===== config.mk =====
export PLATFORM = sky130hd
export DESIGN_NAME = vrf_read_responder
export DESIGN_NICKNAME = d
export VERILOG_FILES = /design/src/rtl/vrf_read_responder.sv
export SDC_FILE = /design/constraint.sdc
export NUM_CORES = 1
export LEC_CHECK = 0
export ABC_AREA = 1
export BUFFER_PORTS_ARGS = -buffer_cell sky130_fd_sc_hd__buf_4
export CORE_MARGIN = 5
export CORE_UTILIZATION = 34
export CTS_CLUSTER_SIZE = 10
export DETAILED_ROUTE_END_ITERATION = 10
export HOLD_SLACK_MARGIN = 0.12
export PLACE_DENSITY_LB_ADDON = 0.2
export SETUP_SLACK_MARGIN = 0.4
export SLEW_MARGIN = 20
export SYNTH_ARGS = -nofsm -noshare
export SYNTH_HDL_FRONTEND = slang
export SYNTH_SLANG_ARGS = --single-unit
export TNS_END_PERCENT = 1

===== constraint.sdc =====
create_clock -name clock -period 3.05 [get_ports clock]
set_input_delay 0.4575 -clock clock [delete_from_list [all_inputs] [get_ports clock]]
set_output_delay 0.4575 -clock clock [all_outputs]
set_load 0.01 [all_outputs]

===== src/rtl/vrf_read_responder.sv =====
// rtl/vrf_read_responder.sv - VRF read serving end: fixed-latency bank read, tag pipe, credit-guarded response FIFO.
// Optional VRF_READ_PARITY_EN adds per-entry parity error tracking and a sticky error flag.
module vrf_read_responder #(
   parameter int READ_LATENCY = 2,
   parameter int QUEUE_DEPTH  = 4,
   parameter int DATA_WIDTH   = 32
) (
   input  logic                  clock,
   input  logic                  reset,
   input  logic                  io_req_valid,
   output logic                  io_req_ready,
   input  logic [4:0]            io_req_bits_vs,
   input  logic [3:0]            io_req_bits_groupIndex,
   input  logic [3:0]            io_req_bits_readSource,
   input  logic [2:0]            io_req_bits_instructionIndex,
   output logic                  vrf_read_en,
   output logic [8:0]            vrf_read_addr,
   input  logic [DATA_WIDTH-1:0] vrf_read_data,
`ifdef VRF_READ_PARITY_EN
   input  logic                  vrf_read_parity,
   output logic                  io_resp_bits_parityError,
   output logic                  io_parityError,
`endif
   output logic                  io_resp_valid,
   input  logic                  io_resp_ready,
   output logic [DATA_WIDTH-1:0] io_resp_bits_data,
   output logic [3:0]            io_resp_bits_readSource,
   output logic [2:0]            io_resp_bits_instructionIndex
);
   localparam int CW = $clog2(QUEUE_DEPTH + 1);
   localparam int PW = (QUEUE_DEPTH > 1) ? $clog2(QUEUE_DEPTH) : 1;

   logic [CW-1:0]           outstanding;
   logic [CW-1:0]           fifo_cnt;
   logic [PW-1:0]           wr_ptr;
   logic [PW-1:0]           rd_ptr;
   logic [READ_LATENCY-1:0] pipe_v;
   logic [3:0]              pipe_src [READ_LATENCY];
   logic [2:0]              pipe_idx [READ_LATENCY];
   logic [DATA_WIDTH-1:0]   mem_data [QUEUE_DEPTH];
   logic [3:0]              mem_src  [QUEUE_DEPTH];
   logic [2:0]              mem_idx  [QUEUE_DEPTH];
   logic                    req_fire;
   logic                    resp_fire;
   logic                    push;

   // Credits count everything not yet handed back, so the FIFO can never be pushed while full.
   assign io_req_ready  = (outstanding < CW'(QUEUE_DEPTH));
   assign req_fire      = io_req_valid & io_req_ready;
   assign vrf_read_en   = req_fire;
   assign vrf_read_addr = req_fire ? {io_req_bits_vs, io_req_bits_groupIndex} : 9'd0;
   assign push          = pipe_v[READ_LATENCY-1];
   assign io_resp_valid = (fifo_cnt != '0);
   assign resp_fire     = io_resp_valid & io_resp_ready;

   assign io_resp_bits_data             = mem_data[rd_ptr];
   assign io_resp_bits_readSource       = mem_src[rd_ptr];
   assign io_resp_bits_instructionIndex = mem_idx[rd_ptr];

   always_ff @(posedge clock or negedge reset) begin
      if (!reset) begin
         outstanding <= '0;
      end else begin
         case ({req_fire, resp_fire})
            2'b10:   outstanding <= outstanding + 1'b1;
            2'b01:   outstanding <= outstanding - 1'b1;
            default: outstanding <= outstanding;
         endcase
      end
   end

   always_ff @(posedge clock or negedge reset) begin
      if (!reset) begin
         pipe_v <= '0;
         for (int i = 0; i < READ_LATENCY; i++) begin
            pipe_src[i] <= '0;
            pipe_idx[i] <= '0;
         end
      end else begin
         pipe_v[0]   <= req_fire;
         pipe_src[0] <= io_req_bits_readSource;
         pipe_idx[0] <= io_req_bits_instructionIndex;
         for (int i = 1; i < READ_LATENCY; i++) begin
            pipe_v[i]   <= pipe_v[i-1];
            pipe_src[i] <= pipe_src[i-1];
            pipe_idx[i] <= pipe_idx[i-1];
         end
      end
   end

   always_ff @(posedge clock or negedge reset) begin
      if (!reset) begin
         wr_ptr   <= '0;
         rd_ptr   <= '0;
         fifo_cnt <= '0;
         for (int i = 0; i < QUEUE_DEPTH; i++) begin
            mem_data[i] <= '0;
            mem_src[i]  <= '0;
            mem_idx[i]  <= '0;
         end
      end else begin
         if (push) begin
            mem_data[wr_ptr] <= vrf_read_data;
            mem_src[wr_ptr]  <= pipe_src[READ_LATENCY-1];
            mem_idx[wr_ptr]  <= pipe_idx[READ_LATENCY-1];
            wr_ptr <= (wr_ptr == PW'(QUEUE_DEPTH - 1)) ? '0 : wr_ptr + 1'b1;
         end
         if (resp_fire) begin
            rd_ptr <= (rd_ptr == PW'(QUEUE_DEPTH - 1)) ? '0 : rd_ptr + 1'b1;
         end
         case ({push, resp_fire})
            2'b10:   fifo_cnt <= fifo_cnt + 1'b1;
            2'b01:   fifo_cnt <= fifo_cnt - 1'b1;
            default: fifo_cnt <= fifo_cnt;
         endcase
      end
   end

`ifdef VRF_READ_PARITY_EN
   logic mem_perr [QUEUE_DEPTH];
   logic sticky;

   assign io_resp_bits_parityError = mem_perr[rd_ptr];
   assign io_parityError           = sticky;

   always_ff @(posedge clock or negedge reset) begin
      if (!reset) begin
         sticky <= 1'b0;
         for (int i = 0; i < QUEUE_DEPTH; i++) mem_perr[i] <= 1'b0;
      end else begin
         if (push) mem_perr[wr_ptr] <= (^vrf_read_data) ^ vrf_read_parity;
         if (resp_fire && mem_perr[rd_ptr]) sticky <= 1'b1;
      end
   end
`endif

`ifndef SYNTHESIS
   always @(posedge clock) begin
      if (reset) assert (!(push && fifo_cnt == CW'(QUEUE_DEPTH) && !resp_fire));
   end
`endif
endmodule


==> flow_metrics.env, run 1 <==
export IMPL_status="complete, no violations"
export IMPL_drv_slew=0
export IMPL_r2r_slack_ns=1.23
export IMPL_worst_slew_pin_slew_ns=0.896
export IMPL_r2r_cells=11
export IMPL_hold_viol=0
export IMPL_drt_wl_total_mm=18.1
export IMPL_ys_seq_area_frac=0.548
export IMPL_antenna_found_initial=0
export IMPL_required_ns=2.59
export IMPL_pre_cts_slack_ns=1.02
export IMPL_clkTransAtPathRegs_ns=0.07
export IMPL_core_um2=24200
export IMPL_ant_nets=0
export IMPL_min_path_type="input port to flip-flop"
export IMPL_slowest_stage="dfrtp_4"
export IMPL_yosys_warnings=0
export IMPL_post_cts_hold_buffer_count=7
export IMPL_grt_total_usage=0.135
export IMPL_final_area_um2=9780
export IMPL_start_util=0.344
export IMPL_crit_arrival_ns=1.96
export IMPL_power_per_cell_area_nw_per_um2=1100
export IMPL_firstDrtPassIters=4
export IMPL_r2r_start="fifo_cnt[0]"
export IMPL_num_nets_final=1083
export IMPL_worstSetupPathType="flip-flop to output pin"
export IMPL_die_height_um=166
export IMPL_cts_resized_gates=0
export IMPL_synth_common_cells="290 x nand2_1, 182 x dfrtp_1, 143 x inv_1"
export IMPL_cts_tree="yes"
export IMPL_syn_area_per_cell_um2=8.77
export IMPL_dp_hpwl_mm=10.8
export IMPL_finalSetupViolations=0
export IMPL_rsz0062_at_grt="no"
export IMPL_setup_slack_ns=0.632
export IMPL_min_to="pipe_src[4]"
export IMPL_max_slew_margin=0.403
export IMPL_hold_depth=1
export IMPL_place_congestion=0.695
export IMPL_cap_violations=0
export IMPL_setup_tns_ns=0
export IMPL_vdd_drop_max_mv=0.377
export IMPL_synth_nets=1009
export IMPL_root_buffer="clkbuf_16"
export IMPL_postCtsSetupBuffers=0
export IMPL_insertion_delay_ns=0.43
export IMPL_h_tree_depth=4
export IMPL_n_antenna_cell=0
export IMPL_synth_flop_cell="dfrtp_1"
export IMPL_grt_pass1_wl_mm=30.9
export IMPL_drc=0
export IMPL_dpl_cell_area_um2=9120
export IMPL_hold_worst_slack_ns=0.151
export IMPL_min_period_over_period=0.793
export IMPL_cpPeakStageDelay_ns=0.75
export IMPL_rows=57
export IMPL_fin_crit_ns=2.42
export IMPL_cts_sinks=182
export IMPL_clock_path_buffers=2
export IMPL_io_pins=103
export IMPL_syn_area_um2=8310
export IMPL_yosysTopAreaCellShare=0.548
export IMPL_chipWidth_um=166
export IMPL_drtIter0Drc=288
export IMPL_cp_max_fo=71
export IMPL_hp_start="io_req_bits_readSource[0]"
export IMPL_clock_skew_ns=0.0130
export IMPL_grt_max_degree=80
export IMPL_first_global_vias=6101
export IMPL_vias=6123
export IMPL_ys_types=20
export IMPL_synthTopCellsByArea="dfrtp_1 55%, nand2_1 13%, o211ai_1 7.0%"
export IMPL_synthCells=948
export IMPL_io_buffers=102
export IMPL_synth_edf_count=0
export IMPL_path_cells="buf_12 > nand2_1 > o211ai_1 > nand2_1 > buf_4"
export IMPL_fill_cells=2435
export IMPL_numCtsBuffers=17
export IMPL_yosysMostFrequentCell="nand2_1"
export IMPL_fmax_mhz=414
export IMPL_grt_overflow=0
export IMPL_drive_gt1_frac=0.143
export IMPL_routedWlPerCell_um=13.3
export IMPL_async_flop_share=1.00
export IMPL_worst_setup_path_end_kind="output pin"
export IMPL_routed_via_density=4.51
export IMPL_r2r_end="fifo_cnt[2]"
export IMPL_start_kind="flip-flop"
export IMPL_synth_seq_cells=182
export IMPL_final_util=0.404
export IMPL_syn2layout_area_growth_pct=17.6
export IMPL_path_common_cell="nand2_1"
export IMPL_p_leak_nw=5.02
export IMPL_die_area_um2=27700
export IMPL_yosysTopAreaCell="dfrtp_1"
[how the worst max path moves through the flow]
stage	cells past startpoint	end	slack (ns)	start
after floorplan	8	outstanding[1]	1.34	fifo_cnt[0]
after global placement	5	io_resp_bits_readSource[0]	1.04	rd_ptr[0]
after detailed placement	5	io_resp_bits_readSource[0]	1.02	rd_ptr[0]
after CTS	5	io_resp_bits_readSource[0]	0.56	rd_ptr[0]
after global routing	5	io_resp_bits_instructionIndex[2]	0.45	rd_ptr[0]
final	5	io_resp_bits_readSource[0]	0.63	rd_ptr[0]
[report_power, final]
part,switching (mW),internal [mW],total (mW),leakage (nW)
clock network,1.05,1.10,2.14,0.284
registers,0.658,3.52,4.18,2.22
logic,2.50,1.90,4.40,2.51
total,4.21,6.52,10.7,5.02
[cell usage in the layout (no fill, tap or decap), types with 4 or more instances in the layout]
| cell type | n |
|---|---|
| inv_6 | 5 |
| nand3_1 | 5 |
| clkbuf_16 | 17 |
| inv_1 | 143 |
| ha_1 | 7 |
| nand2_4 | 4 |
| o211ai_1 | 78 |
| buf_12 | 4 |
| nand2_1 | 290 |
| buf_4 | 104 |
| dlygate4sd3_1 | 7 |
| o21ai_1 | 72 |
| dfrtp_1 | 180 |
| nor2_1 | 10 |
| o21ai_0 | 88 |
| clkinv_8 | 4 |
[through the flow]
stage               power, mW  cells
global placement         8.65   1320
CTS                      11.0   1359
global route             11.8   1359
floorplan                7.27    948
detailed placement       8.75   1320
finish                   10.7   1359
[cell families (layout without fill, tap and decap cells)]
family          Yosys count  in the layout  share of synthesized area
buf+inv                 205            292                      0.122
simple gates            311            311                      0.145
flops                   182            182                      0.548
compound gates          239            239                      0.167
xor+xnor                  2              2                    0.00211
fa+ha+maj                 9              9                     0.0154
[routing by layer]
layer  global-route usage  vias to the layer above  part of all wire
met1                0.177                     2849              0.48
met2                0.225                       95              0.47
met3               0.0300                       21             0.038
met5                    0                        -                 0
li1                     -                     3158                 -
met4               0.0374                        0             0.014
[sequential cells by signal, indices dropped and copies added (netlist names)]
name and cells:
mem_data 128, mem_src 16, mem_idx 12, pipe_src 8
pipe_idx 6, fifo_cnt 3, outstanding 3, pipe_v 2
rd_ptr 2, wr_ptr 2
[area by class of cell]
| class | instances | area [µm²] | share of cell area |
|---|---|---|---|
| Clock buffer | 17 | 425 | 0.0435 |
| Clock inverter | 15 | 161 | 0.0165 |
| Inverter | 144 | 541 | 0.0553 |
| Multi-Input combinational cell | 561 | 2750 | 0.281 |
| Sequential cell | 182 | 4560 | 0.466 |
| Tap cell | 324 | 405 | 0.0415 |
| Timing Repair Buffer | 116 | 942 | 0.0963 |
[critical path, delay by kind of cell (launching register included)]
family	cells	cell delay, ns
AND/OR/NAND/NOR	2	0.19
flip-flops	1	0.75
AO/OA/AOI/OAI	1	0.08
buffers and inverters	2	0.50
Note: power is estimated with default switching activity, not from simulation.
==> run 2, diff against run 1 <==
==> constraint.sdc (replaced) <==
create_clock -name clock -period 2.24 [get_ports clock]
set_input_delay 0.336 -clock clock [delete_from_list [all_inputs] [get_ports clock]]
set_output_delay 0.336 -clock clock [all_outputs]
set_load 0.01 [all_outputs]
==> flow_metrics.env, run 2 (synthesized netlist as in run 1, its figures left out) <==
export IMPL_status="complete, no violations"
export IMPL_p_sw_mw=6.19
export IMPL_numCtsBuffers=17
export IMPL_n_antenna_cell=0
export IMPL_r2r_slack_ns=0.46
export IMPL_antenna_found_initial=0
export IMPL_cp_max_fo=13
export IMPL_hp_start="io_resp_ready"
export IMPL_p_sw_frac=0.390
export IMPL_grt_max_degree=59
export IMPL_clock_path_buffers=2
export IMPL_setup_tns_ns=0
export IMPL_insertion_delay_ns=0.43
export IMPL_worst_setup_path_end_kind="output pin"
export IMPL_required_ns=1.90
export IMPL_drive_gt1_frac=0.166
export IMPL_hold_depth=3
export IMPL_root_buffer="clkbuf_16"
export IMPL_p_comb_frac=0.452
export IMPL_drc=0
export IMPL_routedWlPerCell_um=15.0
export IMPL_final_cell_mix="290 x nand2_1, 180 x dfrtp_1, 143 x inv_1"
export IMPL_min_period_over_period=0.933
export IMPL_worstSetupPathType="flip-flop to output pin"
export IMPL_die_height_um=166
export IMPL_dp_hpwl_mm=11.8
export IMPL_core_um2=24200
export IMPL_drt_wl_total_mm=20.9
export IMPL_finalSetupViolations=0
export IMPL_fmax_mhz=478
export IMPL_crit_family="flip-flops"
export IMPL_cap_violations=0
export IMPL_num_nets_final=1113
export IMPL_io_pins=103
export IMPL_chipWidth_um=166
export IMPL_max_slew_margin=0.659
export IMPL_min_to="rd_ptr[0]"
export IMPL_cts_tree="yes"
export IMPL_min_path_type="input port to flip-flop"
export IMPL_h_tree_depth=4
export IMPL_internal_power_mw=9.67
export IMPL_grt_overflow=0
export IMPL_syn2layout_area_growth_pct=24.0
export IMPL_vdd_drop_max_mv=0.542
export IMPL_io_buffers=102
export IMPL_die_area_um2=27700
export IMPL_path_cells="buf_12 > clkbuf_16 > o211ai_1 > nand2_1 > buf_4"
export IMPL_layout_cells_most_common="nand2_1"
export IMPL_power_share_clock=0.194
export IMPL_ant_nets=0
export IMPL_rsz0062_at_grt="yes"
export IMPL_r2r_start="fifo_cnt[0]"
export IMPL_clock_skew_ns=0.00864
export IMPL_rows=57
export IMPL_hold_viol=0
export IMPL_r2r_cells=11
export IMPL_grt_pass1_wl_mm=33.6
export IMPL_p_leak_nw=5.27
export IMPL_routed_via_density=4.59
export IMPL_first_global_vias=6520
export IMPL_path_buf_inv=3
export IMPL_place_congestion=0.744
export IMPL_largest_reg_flops=128
export IMPL_clkTransAtPathRegs_ns=0.07
export IMPL_hold_worst_slack_ns=0.176
export IMPL_top_register="mem_data"
export IMPL_cts_sinks=182
export IMPL_firstDrtPassIters=5
export IMPL_cpPeakStageDelay_ns=0.53
export IMPL_worst_slew_pin_slew_ns=0.512
export IMPL_r2r_end="fifo_cnt[2]"
export IMPL_power_per_cell_area_nw_per_um2=1540
export IMPL_seqPwrFrac=0.354
export IMPL_grt_total_usage=0.148
export IMPL_slowest_stage="dfrtp_4"
export IMPL_start_kind="flip-flop"
export IMPL_start_util=0.344
export IMPL_drv_slew=0
export IMPL_fin_crit_ns=2.09
export IMPL_crit_arrival_ns=1.75
export IMPL_vias=6375
export IMPL_drtIter0Drc=452
export IMPL_top_regs="mem_data x128, mem_src x16, mem_idx x12"
run 2: cell types whose count changed in the layout (fill, tap and decap cells not counted), moves of 2 or more:
cell       delta
buf_4         +6
clkbuf_16     +6
buf_12        +5
inv_6         -3
inv_8         +4
buf_6         +8
clkinv_8      -2
buf_16        +4
run 2: how the worst max path moves through the flow:
stage | from | end | slack, ns | cells past startpoint
finish | rd_ptr[0] | io_resp_bits_data[26] | 0.15 | 5
global route | rd_ptr[0] | io_resp_bits_data[26] | 0.08 | 5
CTS | rd_ptr[0] | io_resp_bits_data[5] | 0.17 | 4
detailed placement | fifo_cnt[1] | outstanding[1] | 0.45 | 8
global placement | fifo_cnt[0] | outstanding[2] | 0.52 | 11
floorplan | fifo_cnt[0] | outstanding[1] | 0.53 | 8
run 2: power by group through the flow:
| stage | Combinational, mW | Clock [mW] | Sequential [mW] |
|---|---|---|---|
| 3_3_place_gp | 6.29 | 0 | 5.65 |
| 2_1_floorplan | 4.48 | 0 | 5.42 |
| 3_5_place_dp | 6.39 | 0 | 5.68 |
| 6_report | 7.18 | 3.08 | 5.61 |
| 4_1_cts | 6.66 | 3.17 | 5.64 |
| 5_1_grt | 8.19 | 3.31 | 5.82 |
run 2: worst reg2reg max path: cells and delay by family (launching register included):
| kind | cells | cell delay [ns] |
|---|---|---|
| adders and majority gates | 2 | 0.55 |
| buffers and inverters | 3 | 0.24 |
| DFF | 1 | 0.36 |
| and+or+nand+nor | 6 | 0.54 |
run 2: through the flow:
step | worst slack, ns | total power [mW] | util | cells | instance area [µm²]
2_1_floorplan | 0.530 | 9.90 | - | 948 | 8310
3_3_place_gp | 0.518 | 11.9 | 0.384 | 1334 | 9290
6_report | 0.149 | 15.9 | 0.426 | 1389 | 10300
3_5_place_dp | 0.446 | 12.1 | 0.384 | 1334 | 9290
4_1_cts | 0.172 | 15.5 | 0.416 | 1378 | 10100
5_1_grt | 0.0803 | 17.3 | 0.426 | 1389 | 10300
run 2: what timing repair did:
item	in CTS	in global routing
hold endpoints to repair	53	0
pin swaps	0	27
endpoints found under the setup margin	39	44
hold buffers	8	0
setup buffers	2	2
gates cloned	2	9
resized for setup	5	8
run 2: area by class of cell:
| class | instances | area (µm²) |
|---|---|---|
| multi-input combinational | 561 | 2750 |
| clock inverter | 15 | 180 |
| sequential | 182 | 4560 |
| clock buffer | 17 | 425 |
| inverter | 144 | 541 |
| tap | 324 | 405 |
| fill | 2429 | 13900 |
| timing repair buffer | 146 | 1450 |
run 2: metal layers:
layer	track usage	vias up	wire, µm
met3	0.0386	20	1080
met2	0.243	131	9560
met1	0.200	2999	10000
met4	0.0313	0	193
li1	-	3225	-
met5	0	-	0
==> run 3, diff against run 2 <==
--- a/config.mk
+++ b/config.mk
@@ -8,10 +8,11 @@
 export ABC_AREA = 1
 export BUFFER_PORTS_ARGS = -buffer_cell sky130_fd_sc_hd__buf_4
 export CORE_MARGIN = 5
-export CORE_UTILIZATION = 34
+export CORE_UTILIZATION = 42
 export CTS_CLUSTER_SIZE = 10
 export DETAILED_ROUTE_END_ITERATION = 10
 export HOLD_SLACK_MARGIN = 0.12
+export MAX_ROUTING_LAYER = met4
 export PLACE_DENSITY_LB_ADDON = 0.2
 export SETUP_SLACK_MARGIN = 0.4
 export SLEW_MARGIN = 20
==> constraint.sdc (replaced) <==
create_clock -name clock -period 2.24 [get_ports clock]
set_input_delay 0.336 -clock clock [delete_from_list [all_inputs] [get_ports clock]]
set_output_delay 0.336 -clock clock [all_outputs]
set_load 0.005 [all_outputs]
==> flow_metrics.env, run 3 (synthesized netlist as in run 1, its figures left out) <==
export IMPL_status="complete, no violations"
export IMPL_routed_via_density=4.76
export IMPL_r2r_cells=8
export IMPL_max_slew_margin=0.684
export IMPL_drv_slew=0
export IMPL_final_cell_mix="290 x nand2_1, 180 x dfrtp_1, 143 x inv_1"
export IMPL_num_nets_final=1106
export IMPL_io_buffers=102
export IMPL_min_to="rd_ptr[1]"
export IMPL_drc=0
export IMPL_setup_slack_ns=0.212
export IMPL_path_buf_inv=3
export IMPL_antenna_found_initial=0
export IMPL_first_global_vias=6060
export IMPL_n_antenna_cell=0
export IMPL_grt_pass1_wl_mm=30.8
export IMPL_fill_cells=1853
export IMPL_largest_reg_flops=128
export IMPL_fin_crit_ns=2.03
export IMPL_root_buffer="clkbuf_16"
export IMPL_power_per_cell_area_nw_per_um2=1480
export IMPL_stdcell_count=1323
export IMPL_firstDrtPassIters=4
export IMPL_drive_gt1_frac=0.160
export IMPL_top_register="mem_data"
export IMPL_path_cells="buf_12 > buf_16 > o211ai_1 > nand2_1 > buf_6"
export IMPL_io_pins=103
export IMPL_vias=6301
export IMPL_layout_cells_most_common="nand2_1"
export IMPL_hold_viol=0
export IMPL_min_period_over_period=0.905
export IMPL_fmax_mhz=493
export IMPL_grt_max_degree=66
export IMPL_insertion_delay_ns=0.43
export IMPL_start_util=0.427
export IMPL_dpl_cell_area_um2=9200
export IMPL_slowest_stage="dfrtp_4"
export IMPL_cts_sinks=182
export IMPL_hold_depth=3
export IMPL_vdd_drop_max_mv=0.728
export IMPL_ant_nets=0
export IMPL_clkTransAtPathRegs_ns=0.07
export IMPL_chipWidth_um=151
export IMPL_crit_family="flip-flops"
export IMPL_r2r_slack_ns=0.46
export IMPL_die_area_um2=22700
export IMPL_start_kind="flip-flop"
export IMPL_finalSetupViolations=0
export IMPL_cts_tree="yes"
export IMPL_drt_wl_total_mm=18.6
export IMPL_setup_tns_ns=0
export IMPL_hp_start="io_resp_ready"
export IMPL_crit_arrival_ns=1.69
export IMPL_min_path_type="input port to flip-flop"
export IMPL_clock_skew_ns=0.00606
export IMPL_r2r_end="fifo_cnt[1]"
export IMPL_cpPeakStageDelay_ns=0.49
export IMPL_rows=51
export IMPL_grt_overflow=0
export IMPL_required_ns=1.90
export IMPL_worst_setup_path_end_kind="output pin"
export IMPL_clock_path_buffers=2
export IMPL_worstSetupPathType="flip-flop to output pin"
export IMPL_cp_max_fo=8
export IMPL_r2r_start="fifo_cnt[0]"
export IMPL_routedWlPerCell_um=14.1
export IMPL_pre_cts_slack_ns=0.457
export IMPL_worst_slew_pin_slew_ns=0.475
export IMPL_numCtsBuffers=17
export IMPL_p_leak_nw=5.18
export IMPL_h_tree_depth=4
export IMPL_cap_violations=0
export IMPL_syn2layout_area_growth_pct=20.5
export IMPL_final_area_um2=10000
export IMPL_die_height_um=151
export IMPL_grt_total_usage=0.177
export IMPL_dp_hpwl_mm=11.6
export IMPL_rsz0062_at_grt="yes"
export IMPL_core_um2=19500
export IMPL_dp_cells=1275
export IMPL_hold_worst_slack_ns=0.165
export IMPL_drtIter0Drc=318
export IMPL_place_congestion=0.719
export IMPL_top_regs="mem_data x128, mem_src x16, mem_idx x12"
## run 3: cell types whose count changed in the layout (fill, tap and decap cells not counted), sizes merged
cell and change:
buf -3, clkbuf -1, clkinv +3, clkinvlp +1, inv -7
## run 3: where the power goes
part	switching [mW]	total [mW]	internal (mW)
registers	0.790	5.59	4.80
logic	3.42	6.42	3.00
clock network	1.28	2.87	1.59
total	5.49	14.9	9.39
## run 3: layer usage
metal | vias up | share of wire | track usage | routed length (µm)
met5 | - | 0 | - | 0
met4 | 0 | 0.013 | 0.0508 | 244
met3 | 20 | 0.042 | 0.0367 | 786
li1 | 3220 | - | - | -
met2 | 118 | 0.46 | 0.272 | 8620
met1 | 2943 | 0.48 | 0.240 | 8960
## run 3: how the worst max path moves through the flow
stage	from	to	slack, ns	depth (start not counted)
floorplan	fifo_cnt[0]	outstanding[1]	0.59	8
global placement	io_req_valid	outstanding[2]	0.48	9
detailed placement	io_req_valid	outstanding[2]	0.46	9
CTS	rd_ptr[0]	io_resp_bits_data[7]	0.19	5
global route	rd_ptr[0]	io_resp_bits_data[10]	0.12	5
finish	rd_ptr[0]	io_resp_bits_data[10]	0.21	5
## run 3: metrics by stage
stage	util	power (mW)
2_1_floorplan	-	9.62
3_3_place_gp	0.473	11.6
3_5_place_dp	0.473	11.7
4_1_cts	0.512	15.0
5_1_grt	0.515	16.2
6_report	0.515	14.9
## run 3: cell type report
class / instances / area [µm²] / area share
inverter: 144 / 543 / 0.0542
tap: 265 / 332 / 0.0331
multi-input combinational: 561 / 2750 / 0.274
clock buffer: 20 / 457 / 0.0456
sequential: 182 / 4560 / 0.455
timing repair buffer: 139 / 1280 / 0.128
clock inverter: 12 / 104 / 0.0104
## run 3: what timing repair did
| item | CTS | global route |
|---|---|---|
| gates resized for setup | 11 | 2 |
| endpoints found under the hold margin | 45 | 0 |
| hold buffers | 8 | 0 |
| buffers inserted | 5 | 0 |
| gates cloned | 1 | 2 |
| pin swaps | 15 | 4 |
| endpoints found under the setup margin | 39 | 53 |
## run 3: tightest hold or removal path: stages
cell     delay (ns)
buf_4          0.10
nand3_1        0.07
nand2_1        0.06
